$ cat config.mk
export PLATFORM = sky130hd
export DESIGN_NAME = mem_access_unit
export DESIGN_NICKNAME = d
export VERILOG_FILES = /design/src/rtl/mem_access_unit.sv
export SDC_FILE = /design/constraint.sdc
export NUM_CORES = 1
export LEC_CHECK = 0
export ABC_AREA = 1
export CAP_MARGIN = 20
export CORE_MARGIN = 8
export CORE_UTILIZATION = 46
export DETAILED_ROUTE_END_ITERATION = 8
export GPL_TIMING_DRIVEN = 0
export PLACE_DENSITY_LB_ADDON = 0.12
export SLEW_MARGIN = 20
export SYNTH_ARGS = -nofsm -noshare
export SYNTH_HDL_FRONTEND = slang
export SYNTH_SLANG_ARGS = --single-unit
$ cat constraint.sdc
create_clock -name clk -period 1.85 [get_ports clk]
set_input_delay 0.37 -clock clk [delete_from_list [all_inputs] [get_ports clk]]
set_output_delay 0.37 -clock clk [all_outputs]
set_load 0.02 [all_outputs]
$ cat src/rtl/mem_access_unit.sv
// mem_access_unit: single-outstanding load/store unit between execute and a wait-state data memory port.
// Latency: accept, one or more beat cycles (until mem_ack or TIMEOUT), then a 1-cycle resp_valid; illegal/misaligned skip the beats.
// Backpressure: req_ready only in IDLE, no resp backpressure. MEM_ACCESS_SPLIT_EN enables two-beat misaligned accesses.
module mem_access_unit #(
    parameter int XLEN    = 32,
    parameter int ADDR_W  = 32,
    parameter int TIMEOUT = 255
) (
    input  logic              clk,
    input  logic              rst,
    input  logic              req_valid,
    output logic              req_ready,
    input  logic              req_we,
    input  logic [2:0]        req_funct3,
    input  logic [ADDR_W-1:0] req_addr,
    input  logic [XLEN-1:0]   req_wdata,
    output logic              resp_valid,
    output logic [XLEN-1:0]   resp_rdata,
    output logic [1:0]        resp_err,
    output logic              mem_read,
    output logic [XLEN/8-1:0] mem_write,
    output logic [ADDR_W-1:0] mem_addr,
    output logic [XLEN-1:0]   mem_in,
    input  logic [XLEN-1:0]   mem_out,
    input  logic              mem_ack
);
`ifdef MEM_ACCESS_SPLIT_EN
    localparam int WIDE = 2;
`else
    localparam int WIDE = 1;
`endif
    localparam int NB   = XLEN / 8;
    localparam int OFFW = $clog2(NB);
    localparam int MW   = WIDE * NB;
    localparam int DW   = WIDE * XLEN;

    localparam logic [1:0] S_IDLE  = 2'd0;
    localparam logic [1:0] S_BEAT1 = 2'd1;
`ifdef MEM_ACCESS_SPLIT_EN
    localparam logic [1:0] S_BEAT2 = 2'd2;
`endif
    localparam logic [1:0] S_RESP  = 2'd3;

    localparam logic [1:0] ERR_OK  = 2'b00;
    localparam logic [1:0] ERR_TMO = 2'b10;
    localparam logic [1:0] ERR_ILL = 2'b11;
    localparam logic [7:0] TMO_LAST = 8'(TIMEOUT - 1);

    logic [1:0]        state_q, state_d;
    logic              we_q, we_d;
    logic [2:0]        f3_q, f3_d;
    logic [ADDR_W-1:0] addr_q, addr_d;
    logic [XLEN-1:0]   wdata_q, wdata_d;
    logic [1:0]        err_q, err_d;
    logic [7:0]        cnt_q, cnt_d;
    logic [DW-1:0]     rbuf_q, rbuf_d;

    logic              req_ill;
    logic [OFFW-1:0]   off;
    logic [ADDR_W-1:0] base;
    logic [MW-1:0]     smask, wmask;
    logic [DW-1:0]     wshift;
    logic [XLEN-1:0]   rlow, lmask, ext;
    logic              sbit;
    logic              tmo;

    always_comb begin
        req_ill = (req_we && req_funct3[2]) || (req_funct3 == 3'b111) ||
                  ((XLEN == 32) && (req_funct3 == 3'b011 || req_funct3 == 3'b110));
    end

`ifndef MEM_ACCESS_SPLIT_EN
    logic req_mis;
    always_comb begin
        case (req_funct3[1:0])
            2'd1:    req_mis = req_addr[0];
            2'd2:    req_mis = |req_addr[1:0];
            2'd3:    req_mis = |req_addr[2:0];
            default: req_mis = 1'b0;
        endcase
    end
`endif

    // Masks and data are built double-width so a split access's second beat is simply the upper half.
    always_comb begin
        off  = addr_q[OFFW-1:0];
        base = {addr_q[ADDR_W-1:OFFW], {OFFW{1'b0}}};
        case (f3_q[1:0])
            2'd0:    smask = MW'(8'h01);
            2'd1:    smask = MW'(8'h03);
            2'd2:    smask = MW'(8'h0F);
            default: smask = MW'(8'hFF);
        endcase
        wmask  = smask << off;
        wshift = DW'(wdata_q) << {off, 3'b000};
        tmo    = (cnt_q == TMO_LAST);
    end

    always_comb begin
        rlow = XLEN'(rbuf_q >> {off, 3'b000});
        case (f3_q[1:0])
            2'd0: begin
                lmask = XLEN'(8'hFF);
                sbit  = rlow[7];
            end
            2'd1: begin
                lmask = XLEN'(16'hFFFF);
                sbit  = rlow[15];
            end
            2'd2: begin
                lmask = XLEN'(32'hFFFF_FFFF);
                sbit  = rlow[31];
            end
            default: begin
                lmask = '1;
                sbit  = 1'b0;
            end
        endcase
        ext = (rlow & lmask) | ((!f3_q[2] && sbit) ? ~lmask : '0);
    end

    always_comb begin
        state_d = state_q;
        we_d    = we_q;
        f3_d    = f3_q;
        addr_d  = addr_q;
        wdata_d = wdata_q;
        err_d   = err_q;
        cnt_d   = cnt_q;
        rbuf_d  = rbuf_q;
        case (state_q)
            S_IDLE: begin
                if (req_valid) begin
                    we_d    = req_we;
                    f3_d    = req_funct3;
                    addr_d  = req_addr;
                    wdata_d = req_wdata;
                    err_d   = ERR_OK;
                    cnt_d   = '0;
                    rbuf_d  = '0;
                    if (req_ill) begin
                        state_d = S_RESP;
                        err_d   = ERR_ILL;
                    end
`ifdef MEM_ACCESS_SPLIT_EN
                    else begin
                        state_d = S_BEAT1;
                    end
`else
                    else if (req_mis) begin
                        state_d = S_RESP;
                        err_d   = 2'b01;
                    end else begin
                        state_d = S_BEAT1;
                    end
`endif
                end
            end
            S_BEAT1: begin
                if (mem_ack) begin
                    rbuf_d[XLEN-1:0] = mem_out;
                    cnt_d            = '0;
`ifdef MEM_ACCESS_SPLIT_EN
                    state_d = (|wmask[MW-1:NB]) ? S_BEAT2 : S_RESP;
`else
                    state_d = S_RESP;
`endif
                end else if (tmo) begin
                    state_d = S_RESP;
                    err_d   = ERR_TMO;
                end else begin
                    cnt_d = cnt_q + 8'd1;
                end
            end
`ifdef MEM_ACCESS_SPLIT_EN
            S_BEAT2: begin
                if (mem_ack) begin
                    rbuf_d[DW-1:XLEN] = mem_out;
                    state_d           = S_RESP;
                end else if (tmo) begin
                    state_d = S_RESP;
                    err_d   = ERR_TMO;
                end else begin
                    cnt_d = cnt_q + 8'd1;
                end
            end
`endif
            S_RESP:  state_d = S_IDLE;
            default: state_d = S_IDLE;
        endcase
    end

    always_ff @(posedge clk or negedge rst) begin
        if (!rst) begin
            state_q <= S_IDLE;
            we_q    <= 1'b0;
            f3_q    <= '0;
            addr_q  <= '0;
            wdata_q <= '0;
            err_q   <= ERR_OK;
            cnt_q   <= '0;
            rbuf_q  <= '0;
        end else begin
            state_q <= state_d;
            we_q    <= we_d;
            f3_q    <= f3_d;
            addr_q  <= addr_d;
            wdata_q <= wdata_d;
            err_q   <= err_d;
            cnt_q   <= cnt_d;
            rbuf_q  <= rbuf_d;
        end
    end

    always_comb begin
        mem_read  = 1'b0;
        mem_write = '0;
        mem_addr  = '0;
        mem_in    = '0;
        case (state_q)
            S_BEAT1: begin
                mem_addr = base;
                mem_read = !we_q;
                if (we_q) begin
                    mem_write = wmask[NB-1:0];
                    mem_in    = wshift[XLEN-1:0];
                end
            end
`ifdef MEM_ACCESS_SPLIT_EN
            S_BEAT2: begin
                mem_addr = base + ADDR_W'(NB);
                mem_read = !we_q;
                if (we_q) begin
                    mem_write = wmask[MW-1:NB];
                    mem_in    = wshift[DW-1:XLEN];
                end
            end
`endif
            default: ;
        endcase
    end

    assign req_ready  = (state_q == S_IDLE);
    assign resp_valid = (state_q == S_RESP);
    assign resp_err   = resp_valid ? err_q : ERR_OK;
    assign resp_rdata = (resp_valid && !we_q && err_q == ERR_OK) ? ext : '0;

endmodule
==> results.md <==
- Root Buffer: clkbuf_16
- Warnings, synthesis: 0
- Area contributors post-synth: dfrtp_1 (46%), nand2_1 (14%), o21ai_0 (10%)
- Final instance area: 0.0101 mm2
- Clk sinks: 112
- CP max stage delay: 0.43 ns
- Post-synthesis sequential area ratio: 0.460
- Finished Layout Cells: 1279
- Starting Density: 0.465
- Ports: 209
- Worst Tran Pin Value: 0.590 ns
- Tcrit/Tclk final: 1.26
- Most used cell, CP: nand2_2
- CP Launch Type: register
- Initial antenna violation count: 0
- Total Routing Usage GR: 0.250
- Failing checks: setup timing
- Final min period: 2.34 ns
- DP HPWL: 15700 um
- Via count: 6842
- # nets final: 1204
- Worst Slack Setup Final: -0.488 ns
- Max cap viols: 0
- Setup CP Type: reg -> out
- Layout cells sized above 1: 0.304
- Status: complete, but fails checks
- Largest net degree at the start of global routing: 58
- Number of diodes: 0
- Crit path from: addr_q[0]$_DFFE_PN0P_
- IO buf count: 206
- Power per standard cell area: 1650 mW/mm2
- CTS tree: done
- Yosys cell types: 33
- Reg2reg end: wdata_q[17]$_DFFE_PN0P_
- H-tree levels: 3
- Synth Register Bits: 112
- Mux contribution to synthesized area: 0
- Post-Synth Simple-Gate Area: 0.262
- Clock-pin transition on the worst setup and hold timing paths: 0.08 ns
- CP max stage cell: dfrtp_1
- Slew Viols, Final: 0
- Critical Path End: resp_rdata[27]
- HP Class: reg -> reg
- Critical-path cell list: inv_2 > buf_6 > nand2_2 > nand3_2 > nand2_2 > nand2_2 > nand3_4 > nand2_4 > nand2_8 > buf_8 > nor2_4 > buf_6
- Unrepaired setup endpoints after global routing: true
- Synth Area in XOR/XNOR: 0
- Setup_tns: -28.54 ns
- Gpl congestion: 0.896
- Syn Area/Cell: 7.27 um2
- Full die area: 0.0172 mm2
- Peak supply drop: 0.000860 V
- Row cnt: 42
- Reg2reg start: state_q[1]$_DFFE_PN0P_
- CTS Buffer Depth: 2
- Number of global-route vias before repair: 6547
- Slew HR: 0.607
- Placement Cell Area: 0.00841 mm2
- Chip height: 131 um
- Vias per cell: 5.35
- CP required: 1.48 ns
- Critical path capture point type: primary output
- TritonCTS buffer count: 9
- Synth Area in Adders: 0.00411
- First-pass GRT wire length: 33300 um
- Area grow syn2layout: 65.2%
- Remaining DRCs: 0
- Post-synth top area cell: dfrtp_1
- Final ANT Viol Nets: 0
- Crit path max fanout: 8
- Starting DRT DRC Count: 673
- Die X: 131 um
- Total congestion overflow: 0
- Leakage: 4.58 nW
- Area share of the leading cell type in the synthesized netlist: 0.460
- Achievable Freq: 428 MHz
- WL final: 23200 um
- TritonRoute pass-1 iters: 5
- Complex-gate fraction of the synthesized area: 0.171
- Post-Syn Area: 0.00609 mm2
- Clock latency on the worst-skew pair: 0.36 ns
- Largest family of logic cells by synthesized area: simple AND/OR/NAND/NOR gates
- Core area: 0.0131 mm2
- WP data arrival: 1.97 ns
- Avg WL per Cell: 18.1 um
- Final setup violation count: 99
- Hold Fails Final Rpt: 0
- Placed cells: 1222
- Worst Skew: 0.00444 ns
- Final core occ: 0.769
- R2R depth: 7
- Post-synthesis cell count: 838
- R2r setup slk: 0.06 ns
==> per-layer routing <==
layer | vias up | GRT usage | share of wire
met5 | - | 0 | 0
met4 | 0 | 0.0999 | 0.036
met3 | 74 | 0.0736 | 0.11
met2 | 386 | 0.412 | 0.48
met1 | 3185 | 0.300 | 0.37
li1 | 3197 | - | -
==> worst min-delay path by stage <==
stage,slack (ns),endpoint,depth (start not counted),start
2_1_floorplan,0.07,addr_q[0]$_DFFE_PN0P_,0,rst
3_3_place_gp,0.46,wdata_q[24]$_DFFE_PN0P_,2,wdata_q[24]$_DFFE_PN0P_
3_5_place_dp,0.37,wdata_q[5]$_DFFE_PN0P_,1,rst
4_1_cts,0.48,wdata_q[24]$_DFFE_PN0P_,2,wdata_q[24]$_DFFE_PN0P_
5_1_grt,0.51,wdata_q[26]$_DFFE_PN0P_,2,wdata_q[26]$_DFFE_PN0P_
6_report,0.48,wdata_q[29]$_DFFE_PN0P_,2,wdata_q[29]$_DFFE_PN0P_
==> flip-flops by register name (all words and copies together), names as in the netlist <==
| name | flops |
|---|---|
| addr_q | 32 |
| cnt_q | 8 |
| err_q | 2 |
| f3_q | 3 |
| rbuf_q | 32 |
| state_q | 2 |
| wdata_q | 32 |
| we_q | 1 |
==> metrics by stage <==
step | worst slack [ns] | power (mW) | hold WS, ns
finish | -0.488 | 16.6 | 0.482
floorplan | -0.139 | 8.48 | 0.0744
global placement | -4.00 | 11.0 | 0.456
CTS | -0.438 | 15.0 | 0.479
global route | -0.571 | 17.6 | 0.512
detailed placement | -0.752 | 11.2 | 0.372
==> Yosys cell counts, drive strengths merged <==
library cell  number
a211oi             7
a21oi             23
a221oi             8
a22oi              8
a31oi              9
buf               35
clkbuf            16
clkinv             1
conb               1
dfrtp            112
ha                 2
inv               92
nand2            238
nand3             35
nand4              3
nor2             113
nor3               1
o21ai            131
o21bai             1
o22ai              1
o2bb2ai            1
==> cell type report <==
| type | count | area, um2 |
|---|---|---|
| multi-input combinational | 583 | 3340 |
| fill | 924 | 3030 |
| sequential | 112 | 2810 |
| timing repair buffer | 247 | 2500 |
| buffer | 51 | 464 |
| inverter | 93 | 375 |
| clock buffer | 9 | 225 |
| tap | 176 | 220 |
| clock inverter | 7 | 118 |
| timing repair inverter | 1 | 7.51 |
==> logic make-up after synthesis <==
kind of cell,after synthesis
simple gates,390
flops,112
buf+inv,144
compound gates,189
fa+ha+maj,2
other cells,1
==> layout by cell type (no fill, tap or decap), drive strengths merged <==
cell type	instances
nand2	238
buf	172
o21ai	131
nor2	113
dfrtp	112
clkdlybuf4s50	102
inv	94
nand3	35
clkbuf	29
a21oi	23
a31oi	9
a221oi	8
a22oi	8
a211oi	7
nand4	3
bufinv	3
dlygate4sd2	3
clkinvlp	2
ha	2
conb	2
clkinv	2
nor3	1
o2bb2ai	1
o22ai	1
o21bai	1
dlygate4sd3	1
==> worst max-delay path: cells and delay by family, from the launching register on <==
family                 cells  cell delay (ns)
and+or+nand+nor            8             0.67
buffers and inverters      4             0.51
DFF                        1             0.43
==> repair_timing <==
item | 4_1_cts | 5_1_grt
buffers inserted | 21 | 16
hold buffers | 1 | 0
gates cloned | 3 | 2
resized for setup | 727 | 134
endpoints found under the setup margin | 103 | 145
endpoints found under the hold margin | 15 | 0
pin swaps | 18 | 15
==> report_power, final <==
group	internal (mW)	switching (mW)
sequential	3.51	0.758
combinational	4.03	6.06
clock	1.33	0.944
total	8.87	7.76
(Power assumes the default switching activity.)
